[config.mk]
export PLATFORM = sky130hd
export DESIGN_NAME = uart_rx
export DESIGN_NICKNAME = d
export VERILOG_FILES = /design/src/rtl/uart_pkg.sv /design/src/rtl/uart_rx_sync.sv /design/src/rtl/uart_rx.sv
export SDC_FILE = /design/constraint.sdc
export NUM_CORES = 1
export LEC_CHECK = 0
export CAP_MARGIN = 5
export CORE_MARGIN = 3
export CORE_UTILIZATION = 59
export DETAILED_ROUTE_END_ITERATION = 16
export PLACE_DENSITY = 0.83
export REMOVE_ABC_BUFFERS = 1
export SLEW_MARGIN = 20
export SYNTH_ARGS = -nofsm -noshare
export SYNTH_HDL_FRONTEND = slang
export SYNTH_SLANG_ARGS = --single-unit
[constraint.sdc]
create_clock -name clk -period 5.45 [get_ports clk]
set_input_delay 0.545 -clock clk [delete_from_list [all_inputs] [get_ports clk]]
set_output_delay 0.545 -clock clk [all_outputs]
set_load 0.005 [all_outputs]
[src/rtl/uart_pkg.sv]
// Shared UART definitions: FSM state encoding, oversampling constants and the
// 2-of-3 majority helper used by both receiver and transmitter.
package uart_pkg;

  localparam int unsigned OVERSAMPLE = 16;
  localparam int unsigned SAMPLE_MID = 8;
  localparam int unsigned CNT_W      = $clog2(OVERSAMPLE);

  typedef enum logic [2:0] {
    ST_IDLE   = 3'd0,
    ST_START  = 3'd1,
    ST_DATA   = 3'd2,
    ST_PARITY = 3'd3,
    ST_STOP   = 3'd4
  } uart_state_e;

  function automatic logic maj3(input logic a, input logic b, input logic c);
    return (a & b) | (a & c) | (b & c);
  endfunction

endpackage : uart_pkg

[src/rtl/uart_rx_sync.sv]
// Two-flop synchronizer for the serial line plus the mid-bit 2-of-3 voter.
// vote_c is valid on the tick where cnt_i sits one past SAMPLE_MID.
module uart_rx_sync
  import uart_pkg::*;
(
  input  logic             clk,
  input  logic             rst_n,
  input  logic             tick_i,
  input  logic             rx_i,
  input  logic [CNT_W-1:0] cnt_i,
  output logic             rx_sync_o,
  output logic             vote_c
);

  logic [1:0] sync_q;
  logic [1:0] smp_q;

  // Flops reset to the idle level so release never looks like a start bit.
  always_ff @(posedge clk or negedge rst_n) begin
    if (!rst_n) begin
      sync_q <= 2'b11;
      smp_q  <= 2'b11;
    end else begin
      sync_q <= {sync_q[0], rx_i};
      if (tick_i && (cnt_i == CNT_W'(SAMPLE_MID - 1))) smp_q[0] <= sync_q[1];
      if (tick_i && (cnt_i == CNT_W'(SAMPLE_MID)))     smp_q[1] <= sync_q[1];
    end
  end

  assign rx_sync_o = sync_q[1];
  assign vote_c    = maj3(smp_q[0], smp_q[1], sync_q[1]);

endmodule : uart_rx_sync

[src/rtl/uart_rx.sv]
// 16x oversampling UART receiver with valid/ready output and error pulses.
// Optional parity bit compiled in with UART_RX_PARITY_EN.
module uart_rx
  import uart_pkg::*;
#(
  parameter int unsigned DATA_BITS  = 8,
  parameter bit          PARITY_ODD = 1'b0
) (
  input  logic                 clk,
  input  logic                 rst_n,
  input  logic                 rx_tick,
  input  logic                 rx,
  input  logic                 rx_ready,
  output logic [DATA_BITS-1:0] rx_data,
  output logic                 rx_valid,
  output logic                 frame_err,
  output logic                 parity_err,
  output logic                 overrun,
  output logic                 busy
);

  localparam int unsigned BIDX_W = $clog2(DATA_BITS);

  uart_state_e          state_q, state_d;
  logic [CNT_W-1:0]     cnt_q, cnt_d;
  logic [BIDX_W-1:0]    bidx_q, bidx_d;
  logic [DATA_BITS-1:0] word_q, word_d;
  logic [DATA_BITS-1:0] data_q, data_d;
  logic                 par_q, par_d;
  logic                 perr_q, perr_d;
  logic                 done_q, done_d;
  logic                 valid_q, valid_d;
  logic                 fe_q, fe_d;
  logic                 pe_q, pe_d;
  logic                 ovr_q, ovr_d;
  logic                 busy_q, busy_d;
  logic                 rx_sync, vote_c, vote_tick, last_tick;

  uart_rx_sync u_sync (
    .clk       (clk),
    .rst_n     (rst_n),
    .tick_i    (rx_tick),
    .rx_i      (rx),
    .cnt_i     (cnt_q),
    .rx_sync_o (rx_sync),
    .vote_c    (vote_c)
  );

  assign vote_tick = (cnt_q == CNT_W'(SAMPLE_MID + 1));
  assign last_tick = (cnt_q == CNT_W'(OVERSAMPLE - 1));

  // Frame sequencing; par_q accumulates the expected parity bit as data arrives.
  always_comb begin
    state_d = state_q;
    cnt_d   = cnt_q;
    bidx_d  = bidx_q;
    word_d  = word_q;
    par_d   = par_q;
    perr_d  = perr_q;
    done_d  = 1'b0;
    fe_d    = 1'b0;
    pe_d    = 1'b0;
    if (rx_tick) begin
      cnt_d = cnt_q + CNT_W'(1);
      case (state_q)
        ST_IDLE: begin
          cnt_d = '0;
          if (!rx_sync) begin
            state_d = ST_START;
            bidx_d  = '0;
            par_d   = PARITY_ODD;
            perr_d  = 1'b0;
          end
        end
        ST_START: begin
          if (vote_tick && vote_c) begin
            state_d = ST_IDLE;
            cnt_d   = '0;
          end else if (last_tick) begin
            state_d = ST_DATA;
          end
        end
        ST_DATA: begin
          if (vote_tick) begin
            word_d[bidx_q] = vote_c;
            par_d          = par_q ^ vote_c;
          end
          if (last_tick) begin
            if (bidx_q == BIDX_W'(DATA_BITS - 1)) begin
`ifdef UART_RX_PARITY_EN
              state_d = ST_PARITY;
`else
              state_d = ST_STOP;
`endif
            end else begin
              bidx_d = bidx_q + BIDX_W'(1);
            end
          end
        end
`ifdef UART_RX_PARITY_EN
        ST_PARITY: begin
          if (vote_tick && (vote_c != par_q)) begin
            pe_d   = 1'b1;
            perr_d = 1'b1;
          end
          if (last_tick) state_d = ST_STOP;
        end
`endif
        ST_STOP: begin
          if (vote_tick) begin
            state_d = ST_IDLE;
            cnt_d   = '0;
            if (!vote_c) fe_d = 1'b1;
            else         done_d = !perr_q;
          end
        end
        default: begin
          state_d = ST_IDLE;
          cnt_d   = '0;
        end
      endcase
    end
  end

  // Output handshake: a completed word loads unless the holding register is stuck.
  always_comb begin
    data_d  = data_q;
    valid_d = valid_q;
    ovr_d   = 1'b0;
    busy_d  = (state_d != ST_IDLE);
    if (valid_q && rx_ready) valid_d = 1'b0;
    if (done_q) begin
      if (!valid_q || rx_ready) begin
        data_d  = word_q;
        valid_d = 1'b1;
      end else begin
        ovr_d = 1'b1;
      end
    end
  end

  always_ff @(posedge clk or negedge rst_n) begin
    if (!rst_n) begin
      state_q <= ST_IDLE;
      cnt_q   <= '0;
      bidx_q  <= '0;
      word_q  <= '0;
      data_q  <= '0;
      par_q   <= 1'b0;
      perr_q  <= 1'b0;
      done_q  <= 1'b0;
      valid_q <= 1'b0;
      fe_q    <= 1'b0;
      pe_q    <= 1'b0;
      ovr_q   <= 1'b0;
      busy_q  <= 1'b0;
    end else begin
      state_q <= state_d;
      cnt_q   <= cnt_d;
      bidx_q  <= bidx_d;
      word_q  <= word_d;
      data_q  <= data_d;
      par_q   <= par_d;
      perr_q  <= perr_d;
      done_q  <= done_d;
      valid_q <= valid_d;
      fe_q    <= fe_d;
      pe_q    <= pe_d;
      ovr_q   <= ovr_d;
      busy_q  <= busy_d;
    end
  end

  assign rx_data    = data_q;
  assign rx_valid   = valid_q;
  assign frame_err  = fe_q;
  assign parity_err = pe_q;
  assign overrun    = ovr_q;
  assign busy       = busy_q;

endmodule : uart_rx

After elaboration in Yosys (flattened, before gate mapping):

Cells that the tools add are included.

* register bits after elaboration: 35
* latch bits: 0
* bits in writable memories: 0
* memory bits (read-only): 0
* bits of input ports: 5
* output and inout port bits: 13
* logic and storage cells: 77
* memories: 0

* add/subtract/negate cells: 2
* multipliers: 0
* divide/modulo/power cells: 0
* magnitude comparators: 2
* equal/unequal tests: 11
* shift operators: 0
* mux-type cells: 31
* bitwise operators: 5
* reduce and logical (&&, ||, !) cells: 13

Operators with widths (number)
* 2-to-1 mux 3 bit: 10
* 2-to-1 mux 1 bit: 14
* equality test 4 bit, second input constant: 3
* one-hot mux 3 bit (4 select lines): 1
* one-hot mux 4 bit (3 select lines): 1
* bitwise mux 8 bit: 1
* 2-to-1 mux 4 bit: 2
* equality test 3 bit, second input constant: 2
* inequality test 2 bit, second input constant: 3
* one-hot mux 3 bit (2 select lines): 1
* logical AND 1 bit: 5
* AND reduction 5 bit: 1
* adder 4 x 1 -> 4 bit, second input constant: 1
* equality test 4 x 3 -> 1 bit, second input constant: 1
* < comparator 3 x 4 -> 1 bit, second input constant: 1
* adder 3 x 1 -> 3 bit, second input constant: 1
* AND 1 bit: 3
* demux 1 bit (select 3 bit): 1
* equality test 3 x 1 -> 1 bit, second input constant: 1
* equality test 3 x 2 -> 1 bit, second input constant: 1
* >= comparator 3 x 1 -> 1 bit, second input constant: 1
* zero test 3 bit: 1
* AND reduction 3 bit: 1
* nonzero test 3 bit: 1
* 5 further kinds: 6

Depth between registers and ports, before layout:

Gate-level depths: netlist of the first run.

* depth after elaboration: 8
* depth in mapped cells: 7

By module:

From an unflattened synthesis of the first run, not the netlist that was laid out.

* cells, all modules: 139
* area, all modules: 1697.9 um2

By module, submodules not included
* uart_rx: times used 1, cells each 128, area an instance 1525.2 um2
* uart_rx_sync: times used 1, cells each 11, area an instance 172.7 um2

Least setup slack after synthesis of the first run:

No wires, ideal clock.

* kind: reg2reg
* start: register bidx_q[0]
* end: register bidx_q[1]
* setup time: 125 ps
* arrival: 1662 ps
* required time: 5325 ps
* path slack: 3663 ps
* cell stages (with the launch flop): 7
* buffers on the path: 0
* path through: dfrtp_1 > ha_1 > ha_1 > and2b_1 > nor2_1 > nor3_1 > mux2_2

* longest elaborated chain between the ends: 4
* elaborated cells between the ends (all ways): 7

Ends and longest elaborated chain
* start: declaration: RTL line uart_rx.sv:26 `logic [BIDX_W-1:0] bidx_q, bidx_d;`
* start signal: assignment: RTL line uart_rx.sv:160 `bidx_q <= bidx_d;`
* adder 3 x 1 -> 3 bit: RTL line uart_rx.sv:96 `bidx_d = bidx_q + BIDX_W'(1);`
* 2-to-1 mux 3 bit: RTL line uart_rx.sv:89 `if (bidx_q == BIDX_W'(DATA_BITS - 1)) begin`
* 2-to-1 mux 3 bit: RTL line uart_rx.sv:88 `if (last_tick) begin`
* one-hot mux 3 bit (2 select lines): RTL line uart_rx.sv:65 `case (state_q)`

Parallel ways exist; a longest one is shown, timed or not. The select of a mux whose other input is x is not followed.
A chain may end at the register's enable or synchronous reset.

Worst setup path after layout of the first run:

* start: input rx_tick
* end: register word_q[2]

* longest elaborated chain between the ends: 1

Ends and longest elaborated chain
* start: declaration: RTL line uart_rx.sv:11 `input logic rx_tick,`
* AND reduction 3 bit (no line)
* end signal: assignment: RTL line uart_rx.sv:161 `word_q <= word_d;`
* end: declaration: RTL line uart_rx.sv:27 `logic [DATA_BITS-1:0] word_q, word_d;`

No other way between the ends.

==> results.md, run 1 <==
- DRT iter0 DRCs: 37
- Initial antenna violation count: 0
- Final worst path period share: 43.0%
- Die height: 59.3 µm
- Max-Slew Margin vs Limit: 65.8%
- Worst path slowest cell: clkdlybuf4s50_1
- Pwr Total: 0.623 mW
- Internal power: 0.429 mW
- Mapped Cells: 141
- Pwr Density: 326 nW/µm²
- Pleak: 0.889 nW
- Placed Instance Area: 1840 µm²
- Post-route DRC violation count: 0
- Global-route wire length before repair: 5240 µm
- Fmax: 0.426 GHz
- I/O Buffers: 16
- CTS clk-pin slew, worst paths: 0.10 ns
- DR pass1 iterations: 4
- Flop pwr share: 52.0%
- RSZ-0062 raised after global routing: no
- Core ar.: 2590 µm²
- Core Util, Final: 73.9%
- PnR worst setup slack: 3.10 ns
- Post-CTS Setup Bufs: 0
- WL final: 2940 µm
- Final Critical Period: 2.35 ns
- Synthesized cell area: 1680 µm²
- Slew Viols, Final: 0
- # fillers: 177
- Vias per cell: 5.84
- Longest Clk Path Bufs: 2
- Area delta synth->final: 14.0%
- Row count: 18
- Crit-path max FO: 14
- Hold crit path type: reg2reg
- Dpl cells: 182
- Synth Area per Inst: 11.9 µm²
- Psw: 0.194 mW
- Final Instance Count excl. Fillers: 190
- Synthesized flop and latch total: 35
- Clock Tree Root: clkbuf_4
- CTS Buf Count: 5
- Vias in the first global route: 1,115
- Max-Cap Viols: 0
- Clock power frac: 25.6%
- Largest net degree at the start of global routing: 36
- TNS Setup: 0 ns
- Yosys cell types: 37
- Sequential-to-total area share from yosys stat: 52.5%
- Ys Warns: 0
- Critical path type: in2reg
- Die W: 59.3 µm
- Clock Latency Late Sink: 0.34 ns
- CP cell instances: clkdlybuf4s50_1 -> or3b_4 -> nor2_4 -> nand3_4 -> nor3b_2 -> mux2_2
- Per-cell routed wire length: 15.5 µm
- Vias post-DR: 1,109
- Layout cells sized above 1: 25.6%
- Post-route ant nets: 0
- Combinational power share: 22.4%
- Slowest stage delay, CP: 0.79 ns
- Dpl ws: 2.79 ns
- Post-CTS Hold Fix Bufs: 0
- Initial core utilization: 64.8%
- GRT Util Overall: 20.8%
- Fin. Hold Viols: 0
- Clk sinks: 35
- Die ar.: 3520 µm²
- Hold_ws: 0.363 ns
- Status: complete, no violations
- Crit start category: primary input
- Htree depth: 2
- CTS resizes: 0
- Slew @ Worst Pin: 0.511 ns
- Area of the multi-input gates: 736 µm²
- Critical Path RT: 5.69 ns
- Overflow after GRT: 0
- Finished Cell Area: 1910 µm²
- Antenna Cells: 0
- Peak supply drop: 0.000310 V
- Layout Nets: 169
- Post-DP HPWL: 2080 µm
- IO Count: 18
- Sw Share: 31.1%
- Storage cell area: 881 µm²
- Layout Skew: 0.0103 ns
- Crit end category: register
- GP Congestion: 0.930
- WP data arrival: 2.58 ns
- TritonCTS clock tree: built
- Final setup fails: 0
-- metal layers --
metal	share of wire, %	global-route usage (%)
met5	0	0
met1	43	25.1
met2	51	33.9
met4	2.1	11.0
met3	4.6	5.45
-- sequential cells by signal, summed over array words and instances, names as in the netlist, 2 cells and up --
| signal | flops |
|---|---|
| cnt_q | 4 |
| rx_data | 8 |
| u_sync.smp_q | 2 |
| word_q | 8 |
| bidx_q | 3 |
| state_q | 3 |
| u_sync.sync_q | 2 |
-- power by group through the flow --
stage	logic (mW)	registers, mW	clock network [mW]
after floorplan	0.0970	0.319	0
after global placement	0.130	0.324	0
after detailed placement	0.138	0.327	0
after CTS	0.141	0.322	0.163
after global routing	0.161	0.328	0.176
final	0.139	0.324	0.160
-- placed cells by master, fill, tap and decap left out, types with 2 or more instances in the layout --
| cell type | n |
|---|---|
| a21oi_1 | 3 |
| and2b_1 | 2 |
| and3_1 | 5 |
| clkbuf_4 | 5 |
| clkbuf_8 | 2 |
| clkdlybuf4s50_1 | 16 |
| dfrtp_1 | 31 |
| dfstp_2 | 4 |
| ha_1 | 5 |
| inv_1 | 5 |
| mux2_2 | 20 |
| mux2i_1 | 2 |
| nand2_1 | 9 |
| nand2b_1 | 4 |
| nand3b_1 | 3 |
| nand4b_1 | 2 |
| nor2_1 | 8 |
| nor3_1 | 7 |
| nor3b_2 | 2 |
| o21ai_0 | 6 |
| o2bb2ai_1 | 2 |
-- synthesized netlist by cell type (all sizes together) --
master   number  area share (%)
nand4b        2             1.0
o22ai         1            0.37
and3b         1            0.52
or3b          1            0.67
maj3          1            0.60
and3          5             1.9
a21o          1            0.45
o21ai         6             1.8
buf           4             1.9
and4          1            0.67
nor3b         2             1.5
nand4         1            0.37
dfstp         4             6.3
a311oi        1            0.89
or3           1            0.37
inv           6             1.3
nand2         9             2.0
clkbuf        2            0.45
o2bb2ai       2             1.0
ha            5             3.7
nand3         2             1.3
nand3b        3             1.3
nor2          9             2.5
and2b         2            0.89
nor3          8             2.7
a21oi         3            0.89
dfrtp        31              46
nand2b        4             1.5
mux2         20              13
mux2i         2             1.2
conb          1            0.22
-- final cells by class --
cell class / instances / area share, %
repair buffers: 17 / 8.76
multi-input cells: 94 / 38.5
inverters: 6 / 1.18
well taps: 30 / 1.96
clock buffers: 8 / 3.60
flip-flops and latches: 35 / 46.0
-- worst max-delay path: cells and delay by family --
kind,cells,cell delay [ns]
buf+inv,1,0.79
mux,1,0.34
simple gates,4,0.90
-- path summary, 6_finish.rpt --
kind | from | depth (start not counted) | endpoint | slack (ns)
min in group asynchronous | rst_n | 2 | state_q[0] | 0.60
max in group asynchronous | rst_n | 2 | u_sync.sync_q[0] | 4.51
max reg2reg | bidx_q[1] | 6 | bidx_q[1] | 3.42
min reg2reg | u_sync.sync_q[0] | 0 | u_sync.sync_q[1] | 0.36
max | rx_tick | 6 | word_q[2] | 3.10
min | u_sync.sync_q[0] | 0 | u_sync.sync_q[1] | 0.36
-- cell families (layout without fill, tap and decap cells) --
group	count (synthesis)	in the layout	synth area share, %
AO/OA/AOI/OAI	14	14	5.44
AND/OR/NAND/NOR	51	51	19.2
flip-flops	35	35	52.5
adder cells (fa/ha/maj)	6	6	4.33
other	1	1	0.223
buffers and inverters	12	31	3.65
multiplexers	22	22	14.6
Power figures use the tool's default switching activity.
==> inputs of run 2 (changes only) <==
--- a/config.mk
+++ b/config.mk
@@ -7,9 +7,9 @@
 export LEC_CHECK = 0
 export CAP_MARGIN = 5
 export CORE_MARGIN = 3
-export CORE_UTILIZATION = 59
+export CORE_UTILIZATION = 55
 export DETAILED_ROUTE_END_ITERATION = 16
-export PLACE_DENSITY = 0.83
+export PLACE_DENSITY = 0.78
 export REMOVE_ABC_BUFFERS = 1
 export SLEW_MARGIN = 20
 export SYNTH_ARGS = -nofsm -noshare
==> constraint.sdc (replaced) <==
create_clock -name clk -period 2.4 [get_ports clk]
set_input_delay 0.24 -clock clk [delete_from_list [all_inputs] [get_ports clk]]
set_output_delay 0.24 -clock clk [all_outputs]
set_load 0.005 [all_outputs]
==> run 2 against run 1 <==
Sequential share of layout area rose by 0.15 points; global-route usage is 3.0 points lower; clock power up 89%; non-clock buffer count is 1 higher; combinational power is 120% higher; flip-flop and latch count unchanged; hold slack worse by 0.064 ns; highest routed layer unchanged.
==> results.md, run 2 (synthesized netlist as in run 1, its figures left out) <==
- Status: complete, no violations
- RSZ-0062 raised after global routing: no
- WL final: 2730 µm (-7.2%)
- I/O Buffers: 16 (unchanged)
- WP data arrival: 2.27 ns (-0.31 ns)
- Met1 usage: 23.9% (-1.2 points)
- Global-route wire length before repair: 4750 µm (-9.4%)
- Largest net degree at the start of global routing: 36 (unchanged)
- Dpl cells: 184 (+1.1%)
- Clk sinks: 35 (unchanged)
- Clock Latency Late Sink: 0.34 ns (about the same)
- Fmax: 0.492 GHz
- Core Util, Final: 67.4% (-6.5 points)
- Vias per cell: 5.61 (-3.8%)
- Pwr Density: 703 nW/µm² (+120%)
- Met2 Use GR: 26.0% (-7.9 points)
- Die height: 61.2 µm (+3.2%)
- Post-CTS Hold Fix Bufs: 0 (unchanged)
- Core ar.: 2830 µm² (+9.2%)
- Busiest grt layer: met2
- Antenna Cells: 0 (unchanged)
- Flop pwr share: 54.7% (+2.7 points)
- Reg-to-Reg Start: bidx_q[1]
- Final worst path period share: 84.7%
- Sw Share: 31.8% (+0.66 points)
- GRT Util Overall: 17.8% (-3.0 points)
- Crit end category: register
- TNS Setup: 0 ns (unchanged)
- Fin. Hold Viols: 0 (unchanged)
- CTS resizes: 0 (unchanged)
- DRT iter0 DRCs: 33 (-11%)
- Crit start category: register
- Htree depth: 2 (unchanged)
- Die W: 61.2 µm (+3.2%)
- Layout cells sized above 1: 26.1% (+0.46 points)
- Initial antenna violation count: 0 (unchanged)
- Combinational power share: 22.8% (+0.4 points)
- Crit-path max FO: 10 (-4)
- Post-route DRC violation count: 0 (unchanged)
- Vias in the first global route: 1,044 (-6.4%)
- Commonest non-fill, non-tap cells in the layout: 31 x dfrtp_1, 20 x mux2_2, 16 x clkdlybuf4s50_1
- Clock power frac: 22.5% (-3.1 points)
- # fillers: 216 (+22%)
- Internal power: 0.914 mW (+110%)
- TritonCTS clock tree: built
- CTS clk-pin slew, worst paths: 0.11 ns (about the same)
- Psw: 0.425 mW (+120%)
- Critical Path End: bidx_q[2]
- Post-DP HPWL: 1970 µm (-5.6%)
- Layout Skew: 0.0102 ns (-0.000161 ns)
- Overflow after GRT: 0 (unchanged)
- CTS Buf Count: 5 (unchanged)
- Final Critical Period: 2.03 ns
- Per-cell routed wire length: 14.2 µm (-8.2%)
- Area delta synth->final: 13.6%
- Longest Clk Path Bufs: 2 (unchanged)
- Vias post-DR: 1,078 (-2.8%)
- Crit. Startpoint: bidx_q[1]
- IO Count: 18 (unchanged)
- Slew Viols, Final: 0 (unchanged)
- Met3 GRT Util: 7.13% (+1.7 points)
- DR pass1 iterations: 4 (unchanged)
- Post-CTS Setup Bufs: 0 (unchanged)
- Die ar.: 3750 µm² (+6.5%)
- PnR worst setup slack: 0.366 ns (-2.74 ns)
- Hold crit path type: in2async
- Dpl ws: 0.341 ns (-2.45 ns)
- Layout Nets: 170 (+0.59%)
- Clock Tree Root: clkbuf_4
- Row count: 19 (+1)
- Commonest non-fill, non-tap cell in the layout: dfrtp_1
- Max-Cap Viols: 0 (unchanged)
- Critical Path RT: 2.64 ns (-3.05 ns)
- Initial core utilization: 59.3% (-5.5 points)
- Final setup fails: 0 (unchanged)
- Final Instance Count excl. Fillers: 192 (+1.1%)
- Peak supply drop: 0.000439 V (+42%)
- R2R depth: 6 (unchanged)
- Worst r2r dst: bidx_q[2]
- Post-route ant nets: 0 (unchanged)
- Critical path type: reg2reg
- GP Congestion: 0.856 (-8.0%)
- Pleak: 0.884 nW (-0.62%)
- FF-to-FF setup slack: 0.37 ns (-3.05 ns)
[run 2: how the worst min path moves through the flow]
stage | start | endpoint | slack (ns) | depth (start not counted)
after detailed placement | u_sync.sync_q[0] | u_sync.sync_q[1] | 0.35 | 0
after CTS | rx | u_sync.sync_q[0] | 0.28 | 1
final | rst_n | word_q[3] | 0.30 | 2
after global routing | rx | u_sync.sync_q[0] | 0.27 | 1
after global placement | u_sync.sync_q[0] | u_sync.sync_q[1] | 0.35 | 0
after floorplan | rst_n | bidx_q[0] | -0.06 | 0
[run 2: cell type report]
class / count / area [µm²] / area share, %
flip-flops and latches: 35 / 881 / 46.2
multi-input cells: 94 / 736 / 38.6
repair buffers: 18 / 175 / 9.19
clock buffers: 6 / 41.3 / 2.17
well taps: 31 / 38.8 / 2.03
inverters: 6 / 22.5 / 1.18
clock inverters: 2 / 12.5 / 0.656
[run 2: worst max-delay path, stage by stage (launching register included)]
cell     delay [ns]
dfrtp_1        0.50
ha_1           0.23
ha_1           0.21
and2b_1        0.23
nor2_1         0.05
nor3_1         0.33
mux2_2         0.38
[run 2: routing by layer]
metal | vias up | routed length (µm)
li1 | 526 | -
met1 | 517 | 1230
met2 | 31 | 1300
met3 | 4 | 169
met4 | 0 | 27
met5 | - | 0
[run 2: power groups by stage]
stage	clock network [mW]	logic [mW]	registers [mW]
after floorplan	0	0.220	0.724
after global placement	0	0.296	0.736
after detailed placement	0	0.309	0.741
after CTS	0.320	0.309	0.732
after global routing	0.341	0.349	0.745
final	0.302	0.305	0.733
[run 2: per-stage QoR]
step	power (mW)	hold slack (ns)	area [µm²]
floorplan	0.945	-0.0556	1640
global placement	1.03	0.348	1850
detailed placement	1.05	0.353	1850
CTS	1.36	0.282	1910
global route	1.43	0.271	1910
finish	1.34	0.299	1910
==> inputs of run 3 (changes only) <==
==> constraint.sdc (replaced) <==
create_clock -name clk -period 2.04 [get_ports clk]
set_input_delay 0.204 -clock clk [delete_from_list [all_inputs] [get_ports clk]]
set_output_delay 0.204 -clock clk [all_outputs]
set_load 0.005 [all_outputs]
==> run 3 against run 2 <==
Power increased by 22%; highest routed layer unchanged; largest power group unchanged; clock power increased by 21%; combinational power increased by 40%; global-route usage decreased by 0.43 points; clock skew increased by 0.0054 ns.
==> results.md, run 3 (synthesized netlist as in run 1, its figures left out) <==
- Overflow after GRT: 0 (unchanged)
- Core ar.: 2830 µm² (unchanged)
- Area delta synth->final: 16.6%
- Vias in the first global route: 1,084 (+3.8%)
- Final setup fails: 0 (unchanged)
- Initial antenna violation count: 0 (unchanged)
- Post-CTS Setup Bufs: 0 (unchanged)
- Crit-path max FO: 5 (-5)
- Pwr Total: 1.63 mW (+22%)
- Post-route ant nets: 0 (unchanged)
- R2R depth: 6 (unchanged)
- Die ar.: 3750 µm² (unchanged)
- Longest Clk Path Bufs: 2 (unchanged)
- Status: complete, no violations
- IO Count: 18 (unchanged)
- DRT iter0 DRCs: 35 (+6.1%)
- Max-Cap Viols: 0 (unchanged)
- Die W: 61.2 µm (unchanged)
- I/O Buffers: 16 (unchanged)
- Layout Skew: 0.0156 ns (+0.00545 ns)
- Final Instance Count excl. Fillers: 198 (+3.1%)
- Dpl cells: 190 (+3.3%)
- Fin. Hold Viols: 0 (unchanged)
- Crit end category: register
- Crit start category: register
- CTS Buf Count: 5 (unchanged)
- Commonest non-fill, non-tap cells in the layout: 31 x dfrtp_1, 20 x mux2_2, 16 x clkdlybuf4s50_1
- Fmax: 0.538 GHz (+9.3%)
- Final worst path period share: 91.2% (+6.5 points)
- Initial core utilization: 59.3% (unchanged)
- Layout cells sized above 1: 29.3% (+3.3 points)
- Post-route DRC violation count: 0 (unchanged)
- Antenna Cells: 0 (unchanged)
- Hold crit path type: in2async
- TNS Setup: 0 ns (unchanged)
- Critical Path RT: 2.27 ns (-0.37 ns)
- Htree depth: 2 (unchanged)
- CTS resizes: 0 (unchanged)
- GP Congestion: 0.868 (+1.4%)
- Clock Tree Root: clkbuf_4
- Die height: 61.2 µm (unchanged)
- Layout Nets: 176 (+3.5%)
- Row count: 19 (unchanged)
- Pleak: 0.914 nW (+3.4%)
- GRT Util Overall: 17.3% (-0.43 points)
- CTS clk-pin slew, worst paths: 0.12 ns (about the same)
- Post-DP HPWL: 2090 µm (+6.4%)
- WL final: 2870 µm (+5.2%)
- DR pass1 iterations: 4 (unchanged)
- Post-CTS Hold Fix Bufs: 0 (unchanged)
- Pwr Density: 835 nW/µm² (+19%)
- Clk sinks: 35 (unchanged)
- Core Util, Final: 69.1% (+1.7 points)
- # fillers: 211 (-2.3%)
- WP data arrival: 2.09 ns (-0.18 ns)
- Global-route wire length before repair: 4750 µm (+0.15%)
- Slew Viols, Final: 0 (unchanged)
- Per-cell routed wire length: 14.5 µm (+2.1%)
- Largest net degree at the start of global routing: 36 (unchanged)
- Peak supply drop: 0.000464 V (+5.7%)
- Final Critical Period: 1.86 ns (-0.173 ns)
- Clock Latency Late Sink: 0.34 ns (about the same)
- Commonest non-fill, non-tap cell in the layout: dfrtp_1
- Critical path type: reg2reg
- Vias per cell: 5.63 (+0.30%)
- TritonCTS clock tree: built
- RSZ-0062 raised after global routing: no
- Vias post-DR: 1,115 (+3.4%)
-- run 3: cell types whose count changed in the layout (fill, tap and decap cells not counted) --
cell        before  now
buf_4            2    8
clkbuf_1         1    0
clkinvlp_4       1    2
-- run 3: cell type report --
cell class | instances | area (µm²) | area share (%)
inverter | 6 | 22.5 | 1.15
sequential | 35 | 881 | 45.0
tap | 31 | 38.8 | 1.98
clock inverter | 3 | 20.0 | 1.02
clock buffer | 5 | 37.5 | 1.92
multi-input combinational | 94 | 736 | 37.6
timing repair buffer | 24 | 220 | 11.3
-- run 3: worst paths after layout --
| path | start | end | slack, ns |
|---|---|---|---|
| worst max-delay path | cnt_q[0] | bidx_q[1] | 0.18 |
| worst min-delay path | rst_n | overrun | 0.26 |
| worst max register to register | cnt_q[0] | bidx_q[1] | 0.18 |
| worst min register to register | u_sync.sync_q[0] | u_sync.sync_q[1] | 0.36 |
| max in group asynchronous | rst_n | u_sync.sync_q[1] | 1.44 |
| min in group clk | rx | u_sync.sync_q[0] | 0.27 |
-- run 3: stage by stage --
stage / area (µm²) / setup WS (ns) / hold WS (ns)
2_1_floorplan: 1640 / 0.238 / -0.0916
3_3_place_gp: 1900 / 0.0827 / 0.348
3_5_place_dp: 1900 / 0.0127 / 0.347
4_1_cts: 1960 / 0.173 / 0.258
5_1_grt: 1960 / 0.00563 / 0.268
6_report: 1960 / 0.180 / 0.263
-- run 3: per-layer routing --
layer  vias to the layer above  GRT usage [%]  routed length (µm)
met3                         5           5.24                 139
met1                       544           23.9                1330
met4                         0           5.57                  42
li1                        537              -                   -
met2                        29           26.3                1360
met5                         -              0                   0
-- run 3: power by group --
part | switching [mW] | internal (mW)
Combinational | 0.233 | 0.195
Sequential | 0.0618 | 0.777
Clock | 0.234 | 0.132
-- run 3: critical path, cell delays in order (launching register included) --
cell and delay, ns:
dfrtp_1 0.41, ha_1 0.22, and3_1 0.26, and2b_1 0.18, nor2_1 0.04, nor3_1 0.26, mux2_2 0.38
